$ cat src/rtl/vedic_mult_pipe.sv
// rtl/vedic_mult_pipe.sv - pipelined recursive Vedic NxN multiplier with handshake, tag and occupancy
module vedic_mult_pipe #(
  parameter int WIDTH = 8,
  parameter int TAG_W = 4
) (
  input  logic                                  clk,
  input  logic                                  reset,
  input  logic                                  in_valid,
  output logic                                  in_ready,
  input  logic [WIDTH-1:0]                      a,
  input  logic [WIDTH-1:0]                      b,
  input  logic                                  in_signed,
  input  logic [TAG_W-1:0]                      in_tag,
  output logic                                  out_valid,
  input  logic                                  out_ready,
  output logic [2*WIDTH-1:0]                    result,
  output logic [TAG_W-1:0]                      out_tag,
  output logic [$clog2(2*$clog2(WIDTH)+1)-1:0]  occ
);

  localparam int LOG = $clog2(WIDTH);
  localparam int LAT = 2 * LOG;
  localparam int PW  = WIDTH * WIDTH;

  if (WIDTH < 2 || (WIDTH & (WIDTH - 1)) != 0) begin : g_bad_width
    $error("vedic_mult_pipe: WIDTH must be a power of 2 and >= 2");
  end

  logic [LAT:1]     v;
  logic [LAT:1]     en;
  logic [LAT-1:1]   neg_r;
  logic [TAG_W-1:0] tag_r [1:LAT];
  logic [WIDTH-1:0] mag_a, mag_b;
  logic             neg_in;
  logic             accept, out_fire;
  logic [PW-1:0]    prod_lvl [1:LOG];

  // A stage may load when it or any stage after it holds a bubble, or the sink drains.
  always_comb begin
    en = '0;
    for (int s = 1; s <= LAT; s++) begin
      en[s] = out_ready;
      for (int k = s; k <= LAT; k++) begin
        if (!v[k]) en[s] = 1'b1;
      end
    end
  end

  always_comb begin
    mag_a  = (in_signed && a[WIDTH-1]) ? -a : a;
    mag_b  = (in_signed && b[WIDTH-1]) ? -b : b;
    neg_in = in_signed & (a[WIDTH-1] ^ b[WIDTH-1]);
  end

  assign in_ready  = reset & en[1];
  assign accept    = in_valid & in_ready;
  assign out_fire  = v[LAT] & out_ready;
  assign out_valid = v[LAT];
  assign out_tag   = tag_r[LAT];
  assign result    = prod_lvl[LOG][2*WIDTH-1:0];

  always_ff @(posedge clk or negedge reset) begin
    if (!reset) begin
      v     <= '0;
      neg_r <= '0;
      occ   <= '0;
      for (int s = 1; s <= LAT; s++) tag_r[s] <= '0;
    end else begin
      if (en[1]) begin
        v[1]     <= accept;
        neg_r[1] <= neg_in;
        tag_r[1] <= in_tag;
      end
      for (int s = 2; s <= LAT; s++) begin
        if (en[s]) begin
          v[s]     <= v[s-1];
          tag_r[s] <= tag_r[s-1];
        end
      end
      for (int s = 2; s <= LAT - 1; s++) begin
        if (en[s]) neg_r[s] <= neg_r[s-1];
      end
      case ({accept, out_fire})
        2'b10:   occ <= occ + 1'b1;
        2'b01:   occ <= occ - 1'b1;
        default: occ <= occ;
      endcase
    end
  end

  // Level L owns stages 2L-1 and 2L and produces all N x N chunk products, N = 2^L.
  for (genvar L = 1; L <= LOG; L++) begin : g_lvl
    localparam int N  = 2 ** L;
    localparam int M  = N / 2;
    localparam int C  = WIDTH / N;
    localparam int P  = C * C;
    localparam int PN = 2 * N;
    localparam int SW = 2 * M;
    localparam int CP = 2 * C;

    logic [P*PN-1:0] prod_d, prod_q;

    if (L == 1) begin : g_cell
      logic [P-1:0] p00, p11, cs, cc;

      always_ff @(posedge clk or negedge reset) begin
        if (!reset) begin
          p00 <= '0;
          p11 <= '0;
          cs  <= '0;
          cc  <= '0;
        end else if (en[1]) begin
          for (int i = 0; i < C; i++) begin
            for (int j = 0; j < C; j++) begin
              p00[i*C+j] <= mag_a[2*i] & mag_b[2*j];
              p11[i*C+j] <= mag_a[2*i+1] & mag_b[2*j+1];
              cs[i*C+j]  <= (mag_a[2*i+1] & mag_b[2*j]) ^ (mag_a[2*i] & mag_b[2*j+1]);
              cc[i*C+j]  <= (mag_a[2*i+1] & mag_b[2*j]) & (mag_a[2*i] & mag_b[2*j+1]);
            end
          end
        end
      end

      always_comb begin
        prod_d = '0;
        for (int k = 0; k < P; k++) begin
          prod_d[k*4 +: 4] = {p11[k] & cc[k], p11[k] ^ cc[k], cs[k], p00[k]};
        end
      end
    end else begin : g_comb
      logic [P*SW-1:0]     ll, hh;
      logic [P*(SW+1)-1:0] mid;

      always_ff @(posedge clk or negedge reset) begin
        if (!reset) begin
          ll  <= '0;
          hh  <= '0;
          mid <= '0;
        end else if (en[2*L-1]) begin
          for (int i = 0; i < C; i++) begin
            for (int j = 0; j < C; j++) begin
              ll[(i*C+j)*SW +: SW] <= prod_lvl[L-1][((2*i)*CP + 2*j)*SW +: SW];
              hh[(i*C+j)*SW +: SW] <= prod_lvl[L-1][((2*i+1)*CP + 2*j+1)*SW +: SW];
              mid[(i*C+j)*(SW+1) +: SW+1] <=
                {1'b0, prod_lvl[L-1][((2*i+1)*CP + 2*j)*SW +: SW]} +
                {1'b0, prod_lvl[L-1][((2*i)*CP + 2*j+1)*SW +: SW]};
            end
          end
        end
      end

      always_comb begin
        prod_d = '0;
        for (int k = 0; k < P; k++) begin
          prod_d[k*PN +: PN] = {hh[k*SW +: SW], ll[k*SW +: SW]} +
                               (PN'(mid[k*(SW+1) +: SW+1]) << M);
        end
      end
    end

    // The last level restores the sign, so the core only ever sees magnitudes.
    always_ff @(posedge clk or negedge reset) begin
      if (!reset) begin
        prod_q <= '0;
      end else if (en[2*L]) begin
        prod_q <= (L == LOG && neg_r[LAT-1]) ? -prod_d : prod_d;
      end
    end

    assign prod_lvl[L] = PW'(prod_q);
  end

endmodule
$ cat config.mk
export PLATFORM = sky130hd
export DESIGN_NAME = vedic_mult_pipe
export DESIGN_NICKNAME = d
export VERILOG_FILES = /design/src/rtl/vedic_mult_pipe.sv
export SDC_FILE = /design/constraint.sdc
export NUM_CORES = 1
export LEC_CHECK = 0
export ABC_CLOCK_PERIOD_IN_PS = 4200
export CORE_UTILIZATION = 25
export DETAILED_ROUTE_END_ITERATION = 16
export SYNTH_ARGS = -nofsm -noshare
export SYNTH_HDL_FRONTEND = slang
export SYNTH_SLANG_ARGS = --single-unit
$ cat constraint.sdc
create_clock -name clk -period 4.2 [get_ports clk]
set_input_delay 1.05 -clock clk [delete_from_list [all_inputs] [get_ports clk]]
set_output_delay 1.05 -clock clk [all_outputs]
set_load 0.05 [all_outputs]
==> impl_metrics.yaml <==
status:
  outcome: "completed"
detailed_routing:
  drt_iter0_drc: 608
  totalWireLength_mm: 29.6
  drc: 0
  first_pass_iters: 5
  wl_per_cell_um: 13.8
  vias: 9329
  postRouteAntennaNets: 0
  routed_via_density: 4.35
logic_synthesis:
  synth_nets: 1508
  post-synth-top-count-cell: "nand2_1"
  syn_inst: 1383
  syn_avg_cell_area_um2: 10.0
  synth_cell_type_count: 55
  ys_seq_area_share_pct: 52.6
  synthArstFlopShare_pct: 100
  synth_area_leaders: "dfrtp_1 53%, nand2_1 12%, ha_1 8.0%"
  syn_area_um2: 13900
  ys_ff_latch: 291
  synth.top_cell.area_share_pct: 52.6
  synth-main-ff-cell: "dfrtp_1"
  synthTopCellsByCount: "438 x nand2_1, 291 x dfrtp_1, 89 x ha_1"
  synth_edf_count: 0
  yosys.area.top_type: "dfrtp_1"
  yosys_warnings: 0
grt:
  grt_util_all_layers_pct: 10.9
  antenna_found_initial: 0
  grt_max_degree: 83
  grt-ovfl-total: 0
  grt_pass1_vias: 9446
  grt_pass1_wl_mm: 50.0
cts:
  clk_latency_ns: 0.55
  cts_htree_levels: 1
  hold_buffers: 0
  cts_tree: "yes"
  cts.repair.resized: 0
  cts_made_buffers: 29
  cts_buffer_depth: 3
  clock_sinks: 291
  clockRootBuffer: "clkbuf_16"
  cts_setup_buffers: 0
  cts.reportedPaths.clkPinSlew_ns: 0.06
floorplanning:
  dieHeight_um: 237
  rows: 85
  start_util_pct: 25.5
  core_um2: 54200
  dieArea_um2: 56300
  die_w_um: 237
  pin_count: 50
timing:
  hold_viol_final: 0
  finalClockSkew_ns: 0.0145
  slew_violations: 0
  fin_crit_ns: 3.74
  fmax_mhz: 268
  setup_tns_ns: 0
  slew-limit-headroom_pct: 29.7
  finalSetupViolCount: 0
  worstMarginPinSlew_ns: 1.05
  finalCritPeriodShare_pct: 88.9
  rsz0062_at_grt: "no"
setup_path:
  slowest_delay_ns: 0.48
  cp.required_ns: 3.15
  crit_path_end_kind: "primary output"
  cp_slowest_cell: "clkdlybuf4s50_1"
  timing.critical_path.mode_cell: "and2_1"
  worstPathArrival_ns: 2.69
  path_class: "in2out"
  cp_max_fo: 2
  reg2reg_setup_slack_ns: 1.27
  cp-start-kind: "input pin"
  worstPathCellList: "clkdlybuf4s50_1, nor2b_2, and2_1, and3_1, nand3_1, and2_1, buf_4"
  r2r_cells: 10
  r2r-end: "result[15]"
  rr_startpoint: "g_lvl[3].g_comb.ll[4]"
placed_design:
  port_buffers: 49
  gp_congestion: 0.776
  placed_cell_area_um2: 15200
  dp_hpwl_mm: 20.6
finish:
  fin_nets: 1555
  n_antenna_cell: 0
  fin_area_um2: 16200
  postLayoutCoreUtil_pct: 29.8
  syn_to_final_growth_pct: 16.7
  drive_gt1_share_pct: 10.8
hold_path:
  min_from: "tag_r[7]"
  hold_end: "tag_r[7]"
  min_delay_path_depth: 2
  hold_path.class: "reg2reg"
pwr:
  ir_drop_uv: 309
  p_leak_nw: 7.93
  p_per_area_nw_per_um2: 534
flow_run:
  max_cap_violations: 0
through the flow:
stage | hold slack, ns | power (mW) | worst slack, ns | std cells
6_report | 0.465 | 8.64 | 0.465 | 2147
3_3_place_gp | 0.448 | 6.08 | 0.433 | 2095
5_1_grt | 0.485 | 9.19 | 0.342 | 2147
3_5_place_dp | 0.452 | 6.17 | 0.461 | 2095
2_1_floorplan | 0.433 | 5.39 | 0.527 | 1383
4_1_cts | 0.467 | 8.75 | 0.447 | 2147
worst max-delay path: cells and delay by family:
| family | cells | cell delay [ns] |
|---|---|---|
| AND/OR/NAND/NOR | 5 | 0.88 |
| buffers and inverters | 2 | 0.74 |
flip-flops by register name, indices dropped and copies added, names as in the netlist:
register / flops
g_lvl.g_cell.p11: 16
occ: 3
g_lvl.g_comb.mid: 29
g_lvl.g_cell.cs: 16
tag_r: 20
g_lvl.g_cell.p00: 16
g_lvl.g_comb.hh: 24
neg_r: 5
g_lvl.prod_q: 96
v: 6
g_lvl.g_comb.ll: 24
out_tag: 4
result: 16
g_lvl.g_cell.cc: 16
report_power, final:
| part | switching (mW) | internal [mW] |
|---|---|---|
| clock | 1.07 | 1.47 |
| combinational | 1.50 | 0.998 |
| sequential | 0.313 | 3.28 |
cell usage in the layout (no fill, tap or decap), drive strengths merged, types with 7 or more instances in the layout:
cell | Yosys | routed
clkdlybuf4s50 | 0 | 47
buf | 19 | 30
nor2b | 7 | 7
a21oi | 44 | 44
fa | 11 | 11
nor2 | 61 | 61
clkbuf | 42 | 45
o21ai | 77 | 77
a21o | 21 | 21
ha | 89 | 89
xor2 | 36 | 36
dfrtp | 291 | 291
o31ai | 30 | 30
inv | 51 | 53
nand2 | 438 | 438
mux2 | 65 | 65
xnor2 | 31 | 31
worst max-delay path by stage:
stage	start	to	slack, ns	cells after the start
after global placement	out_ready	in_ready	0.43	7
final	out_ready	in_ready	0.46	7
after detailed placement	out_ready	in_ready	0.46	7
after CTS	out_ready	in_ready	0.45	7
after global routing	out_ready	in_ready	0.34	7
after floorplan	out_ready	in_ready	0.53	8
final cells by class:
cell class | instances | area (um2)
inverter | 52 | 195
clock buffer | 45 | 866
multi-input combinational | 979 | 6130
fill | 5681 | 38100
timing repair buffer | 77 | 753
sequential | 291 | 7280
tap | 696 | 871
clock inverter | 7 | 67.6
logic make-up after synthesis:
group                    synth area share [%]
AND/OR/NAND/NOR                          15.4
buffers and inverters                    3.25
XOR/XNOR                                 4.29
adder cells (fa/ha/maj)                  9.63
AO/OA/AOI/OAI                            9.32
flip-flops                               52.6
multiplexers                             5.57
routing by layer:
metal | share of wire [%] | track usage (%) | wire length (um) | vias to the layer above
li1 | - | - | - | 4661
met1 | 51 | 16.0 | 15200 | 4470
met2 | 43 | 16.5 | 12600 | 158
met3 | 4.0 | 1.93 | 1190 | 40
met4 | 1.9 | 2.39 | 559 | 0
met5 | 0 | 0 | 0 | -
(Power assumes the default switching activity.)
